### config.mk
export PLATFORM = sky130hd
export DESIGN_NAME = transpose_collect
export DESIGN_NICKNAME = d
export VERILOG_FILES = /design/src/rtl/transpose_collect.sv
export SDC_FILE = /design/constraint.sdc
export NUM_CORES = 1
export LEC_CHECK = 0
export ABC_CLOCK_PERIOD_IN_PS = 2200
export BUFFER_PORTS_ARGS = -buffer_cell sky130_fd_sc_hd__buf_4
export CAP_MARGIN = 30
export CORE_ASPECT_RATIO = 2
export CORE_UTILIZATION = 51
export CTS_CLUSTER_SIZE = 25
export DETAILED_ROUTE_END_ITERATION = 10
export PLACE_DENSITY = 0.76
export REMOVE_ABC_BUFFERS = 1
export SYNTH_ARGS = -nofsm -noshare
export SYNTH_HDL_FRONTEND = slang
export SYNTH_SLANG_ARGS = --single-unit
export TNS_END_PERCENT = 10
### constraint.sdc
create_clock -name clk -period 2.2 [get_ports clk]
set_input_delay 0.22 -clock clk [delete_from_list [all_inputs] [get_ports clk]]
set_output_delay 0.22 -clock clk [all_outputs]
set_load 0.01 [all_outputs]
### src/rtl/transpose_collect.sv
// rtl/transpose_collect.sv - serial-to-parallel block collector with fill stage and output holding register
module transpose_collect #(
  parameter int DEPTH = 8,
  parameter int BITS  = 64
) (
  input  logic                       clk,
  input  logic                       rst_n,
  input  logic                       clr,
  input  logic                       in_valid,
  input  logic [BITS-1:0]            d,
  output logic                       in_ready,
  input  logic                       out_ready,
  output logic                       out_valid,
  output logic [BITS-1:0]            p_out [DEPTH-1:0],
  output logic [$clog2(DEPTH+1)-1:0] fill_level
);

  localparam int CW = $clog2(DEPTH);
  localparam int LW = $clog2(DEPTH+1);
  localparam logic [CW-1:0] LAST = CW'(DEPTH-1);

  logic [BITS-1:0] fill [DEPTH-1:0];
  logic [CW-1:0]   cnt;
  logic            full;
  logic            accept;
  logic            slot_free;

  assign in_ready   = !full;
  assign accept     = in_valid && in_ready;
  assign slot_free  = !out_valid || out_ready;
  assign fill_level = full ? LW'(DEPTH) : LW'(cnt);

  always_ff @(posedge clk or negedge rst_n) begin
    if (!rst_n) begin
      cnt       <= '0;
      full      <= 1'b0;
      out_valid <= 1'b0;
      for (int i = 0; i < DEPTH; i++) begin
        fill[i]  <= '0;
        p_out[i] <= '0;
      end
    end else if (clr) begin
      cnt       <= '0;
      full      <= 1'b0;
      out_valid <= 1'b0;
    end else if (full && slot_free) begin
      for (int i = 0; i < DEPTH; i++) p_out[i] <= fill[i];
      out_valid <= 1'b1;
      full      <= 1'b0;
      cnt       <= '0;
    end else if (accept && cnt == LAST && slot_free) begin
      // Last word goes straight into the holding register, skipping the full state
      for (int i = 0; i < DEPTH-1; i++) p_out[i] <= fill[i];
      p_out[DEPTH-1] <= d;
      out_valid      <= 1'b1;
      cnt            <= '0;
    end else begin
      if (accept && cnt != LAST) begin
        fill[cnt] <= d;
        cnt       <= cnt + 1'b1;
      end else if (accept) begin
        fill[DEPTH-1] <= d;
        full          <= 1'b1;
      end
      if (out_valid && out_ready) out_valid <= 1'b0;
    end
  end

endmodule

## Word level (Yosys, flattened, before mapping)

Index checks and enable logic that the tools add are counted.

| operators by class | value |
|---|---|
| mux-type cells | 21 |
| $add $sub $neg | 1 |
| bitwise logic cells | 3 |
| reduce and logical (&&, ||, !) cells | 19 |
| eq/ne operators | 4 |
| order comparisons | 2 |

Operators by type and width:

| operator | number |
|---|---|
| $mux 512 | 2 |
| $bwmux 512 | 1 |
| $demux 64 s3 | 1 |
| $mux 64 | 3 |
| $mux 3 | 4 |
| $mux 1 | 9 |
| $ne 3x3->1 const B | 3 |
| $reduce_and 4->1 | 2 |
| $reduce_bool 4->1 | 2 |
| $logic_and 1x1->1 | 7 |
| $lt 3x4->1 const B | 1 |
| $mux 4 | 1 |
| $reduce_bool 2->1 | 2 |
| $add 3x1->3 const B | 1 |
| $eq 3x3->1 const B | 1 |
| $ge 3x1->1 const B | 1 |
| $not 1->1 | 3 |
| $reduce_and 3->1 | 1 |
| $reduce_bool 3->1 | 1 |
| $logic_not 1->1 | 2 |
| $reduce_and 2->1 | 1 |
| $logic_or 1x1->1 | 1 |

| word-level totals | value |
|---|---|
| register bits | 1029 |
| output and inout port bits | 518 |
| logic and storage cells | 69 |

## Depth between registers and ports, before layout

| logic depth | value |
|---|---|
| depth after elaboration | 7 |
| gate-level depth with buffers | 9 |

## Worst setup path before layout

No wires, ideal clock.

| timing path | value |
|---|---|
| kind | reg2reg |
| start point | register cnt[0] |
| end point | register fill[451] (netlist bit) |
| clock period less this slack | 2.402 ns |
| arrival | 2.277 ns |
| setup slack | -0.202 ns |
| data required time | 2.075 ns |
| stages on the path, launching flop included | 7 |
| library setup time | 0.125 ns |
| path buffers | 1 |
| path through | dfrtp_1 ha_1 ha_1 nand4b_1 a2111oi_4 buf_6 mux2_2 |

| between the ends | value |
|---|---|
| longest elaborated chain between the ends | 6 |
| elaborated cells on any way between the ends | 15 |
| those cells by class | order compare: 2; eq/ne: 2; mux: 4; bitwise: 1; reduce/logical: 6 |

RTL lines:

| element | RTL line | source |
|---|---|---|
| start, declared | 23 | `logic [CW-1:0] cnt;` |
| start signal, assigned | 60 | `cnt <= cnt + 1'b1;` |
| $lt 3x4->1 (implied by the code) or $ge 3x1->1 (tied branches) | 59 | `fill[cnt] <= d;` |
| $logic_and 1x1->1 (implied by the code) | 59 |  |
| $mux 64 (implied by the code) | 59 |  |
| $demux 64 s3 | 59 |  |
| $bwmux 512 | 59 |  |
| $mux 64 | 58 | `if (accept && cnt != LAST) begin` |
| end signal, assigned by index | 39 | `fill[i] <= '0;` |
| end signal, assigned by index | 59 |  |
| end signal, assigned by index | 62 | `fill[DEPTH-1] <= d;` |
| end, declared | 22 | `logic [BITS-1:0] fill [DEPTH-1:0];` |

Parallel ways exist; a longest one is shown, timed or not.
A chain may end at the register's enable or synchronous reset.

## Final worst setup path

| timing path | value |
|---|---|
| start point | register cnt[0] |
| end point | register fill[501] (netlist bit) |

The elaborated chain is that of the path after synthesis.

==> out/metrics.csv <==
metric,value,unit
h_tree_levels,3,
worst_setup_hold_path_clk_slew,0.07,ns
clock_insertion_delay_worst_skew,0.67,ns
design.die.area,77200,sq um
sw_frac_of_total,22.2,%
grt_antenna_before_repair,1,
power_density_normalized_to_cell_area,800,nW/um^2
fill_cells,5073,
p_comb_share,7.2,%
floorplan.die.height,392,um
min_period,2.38,ns
fp-row-count,142,
net_switching_power_of_the_design,9.02,mW
final-max-slew-violation-count,0,
grt_overflow,0,
cts.root.buffer_cell,sky130_fd_sc_hd__clkbuf_16,
dr.pass1.iters,4,
max_slew_margin,61.4,%
route.vias.total,22897,
cp.required,2.75,ns
clock_power_share,40.9,%
min_period_over_period,108,%
cts_made_buffers,87,
grt_pass1_vias,25323,
layoutNonFillerInstCount,4203,
tns,-45.28,ns
yosys_warnings,0,
layout.cells.most_common_list,"sky130_fd_sc_hd__dfrtp_1 (1029), sky130_fd_sc_hd__mux2_2 (743), sky130_fd_sc_hd__buf_4 (640), sky130_fd_sc_hd__mux2_4 (215), sky130_fd_sc_hd__clkbuf_16 (96)",
total_leakage_power,26.4,nW
ios,587,
worst-endpoint-arrival,2.93,ns
critical_path_cell_by_cell,"ha_2, ha_4, nand4b_1, a2111oi_4, buf_12, buf_12, clkbuf_16, mux2_4",
dr.first_iter.drc_count,914,
crit_type,flop to flop,
path_delay_family,buffers and inverters,
timing.critical_path.to_type,flop,
global_route.usage.total,26.8,%
synthesis.instances,2350,
synth.yosys.seq_area_share,66.4,%
core_region_area,75000,sq um
worst_pin_slew,0.579,ns
synthesis.area,38800,sq um
drc_errors,0,
critical_path.max_stage_delay,0.47,ns
timing_hold_violations_final,0,
routedWlPerCell,24.7,um
crit_path_frequent_cell,sky130_fd_sc_hd__buf_12,
start_util,51.7,%
critical_path_fanout_max,6,
crit_path_top_delay_cell,sky130_fd_sc_hd__a2111oi_4,
leading_cell_types_by_total_area_after_synthesis,"sky130_fd_sc_hd__dfrtp_1 (66%), sky130_fd_sc_hd__mux2_2 (28%), sky130_fd_sc_hd__mux2i_1 (1.7%)",
chipWidth,197,um
grt_max_degree,86,
finalWeightedCongestion,0.826,
sequentialPowerShare,51.9,%
result_of_the_run,finished with violations,
p_int,31.6,mW
irDropWorstVdd,987,uV
timing.max_cap.violations,0,
layout.cells.most_common,sky130_fd_sc_hd__dfrtp_1,
placed_cells,3932,
hpwl,66100,um
worst_setup_path_start_kind,flop,
vias_per_cell,5.45,
count_of_buffers_inserted_at_the_top_level_ports,586,
finalWirelength,104000,um
antenna_left,0,
layout_stage_area_growth_over_the_synthesis_result,31.1,%
violations,setup timing,
critPathBufInv,3,
worst_hold_path_type,input pin to flop,
post_synth_num_cell_types,29,
post_synth.cell_area_avg,16.5,sq um
rsz0062_at_grt,yes,
synth.top_cell.area_share,66.4,%
count_of_nets_after_finishing,3194,
grt_first_pass_wirelength,156000,um
cts-root-to-sink-buffers,3,
place_worst_setup_slack,-0.345,ns
setup_violations,574,
setup_ws,-0.178,ns
finClkSkew,0.0171,ns
tritoncts,yes,
clock-sinks,1029,
drive_above_1_share,58.5,%
yosys_register_bits,1029,
synth_top_area_cell,sky130_fd_sc_hd__dfrtp_1,
max_clock_freq,421,MHz
[power by group through the flow]
stage | logic, mW | clock network (mW) | registers, mW
after global routing | 3.19 | 17.6 | 21.2
after detailed placement | 2.46 | 0 | 21.4
after CTS | 2.85 | 16.9 | 21.1
after floorplan | 1.40 | 0 | 21.1
after global placement | 2.31 | 0 | 21.3
final | 2.94 | 16.6 | 21.1
[metrics by stage]
stage	hold WS, ns	cell area (sq um)	power [mW]	util [%]
4_1_cts	0.0137	50000	40.8	66.7
2_1_floorplan	-0.0756	38000	22.5	-
3_3_place_gp	0.242	45300	23.6	60.4
6_report	0.0591	50800	40.6	67.8
5_1_grt	0.0771	50800	42.0	67.8
3_5_place_dp	0.245	45300	23.8	60.4
[final timing paths]
path	slack, ns	start	cells past startpoint	endpoint
min in group asynchronous	0.14	rst_n	2	fill[54]
worst max register to register	-0.18	cnt[0]	8	fill[501]
max in group asynchronous	1.10	rst_n	3	fill[287]
worst max-delay path	-0.18	cnt[0]	8	fill[501]
worst min register to register	0.49	fill[461]	1	fill[461]
worst min-delay path	0.06	in_valid	5	cnt[2]
[worst min-delay path, delay by kind of cell]
kind	cells	cell delay (ns)
AOI/OAI and AO/OA	1	0.08
buffers and inverters	2	0.24
and+or+nand+nor	2	0.15
[registers in the layout (all words and copies together) (netlist names)]
| signal | count |
|---|---|
| out_valid | 1 |
| p_out | 512 |
| full | 1 |
| fill | 512 |
| cnt | 3 |
[synth_stat cells]
library cell,number
sky130_fd_sc_hd__or3_1,1
sky130_fd_sc_hd__nand2b_1,2
sky130_fd_sc_hd__dfrtp_1,1029
sky130_fd_sc_hd__ha_1,2
sky130_fd_sc_hd__mux2_1,6
sky130_fd_sc_hd__and3_1,1
sky130_fd_sc_hd__nand3b_1,2
sky130_fd_sc_hd__nor2_1,67
sky130_fd_sc_hd__a2111oi_4,1
sky130_fd_sc_hd__a21o_1,1
sky130_fd_sc_hd__buf_2,82
sky130_fd_sc_hd__nor3b_1,3
sky130_fd_sc_hd__nand2_1,3
sky130_fd_sc_hd__mux2i_1,65
sky130_fd_sc_hd__inv_1,2
sky130_fd_sc_hd__nand3_1,1
sky130_fd_sc_hd__a21oi_1,67
sky130_fd_sc_hd__nor2b_1,3
sky130_fd_sc_hd__nor4b_2,1
sky130_fd_sc_hd__mux2_2,954
sky130_fd_sc_hd__buf_4,14
sky130_fd_sc_hd__a2bb2oi_1,1
sky130_fd_sc_hd__clkbuf_1,10
sky130_fd_sc_hd__nand4b_1,1
sky130_fd_sc_hd__nor3_1,4
sky130_fd_sc_hd__buf_1,12
sky130_fd_sc_hd__buf_6,12
sky130_fd_sc_hd__clkbuf_2,1
sky130_fd_sc_hd__and2b_1,2
[cell families (layout without fill, tap and decap cells)]
kind of cell / after synthesis / in the layout / synth area share (%)
buffers and inverters: 133 / 977 / 1.92
AO/OA/AOI/OAI: 70 / 70 / 0.978
other: 0 / 1 / 0
adder cells (fa/ha/maj): 2 / 2 / 0.0645
multiplexers: 1025 / 1025 / 29.6
flip-flops: 1029 / 1029 / 66.4
AND/OR/NAND/NOR: 91 / 91 / 1.05
[final cells by class]
type / instances / area (sq um) / share of cell area [%]
multi-input combinational: 1188 / 13200 / 25.9
inverter: 2 / 7.51 / 0.0148
clock inverter: 42 / 563 / 1.11
sequential: 1029 / 25700 / 50.7
tap: 1008 / 1260 / 2.48
clock buffer: 118 / 2540 / 4.99
timing repair buffer: 815 / 7510 / 14.8
antenna: 1 / 2.50 / 0.00493
[per-layer routing]
| metal | track usage [%] | wire length, um | vias to the layer above |
|---|---|---|---|
| met3 | 6.05 | 6520 | 201 |
| met4 | 13.3 | 5120 | 0 |
| met1 | 31.8 | 39500 | 12164 |
| met2 | 45.7 | 52800 | 726 |
| li1 | - | - | 9806 |
| met5 | 0 | 0 | - |
[timing repair]
action                     4_1_cts  5_1_grt
hold buffers                    68        0
setup endpoints to repair      951      904
pin swaps                        3        4
hold endpoints to repair      1103        0
cloned                           9        7
gates resized for setup        154      134
setup buffers                   17       12
No activity file was read; power rests on OpenSTA's default activity.
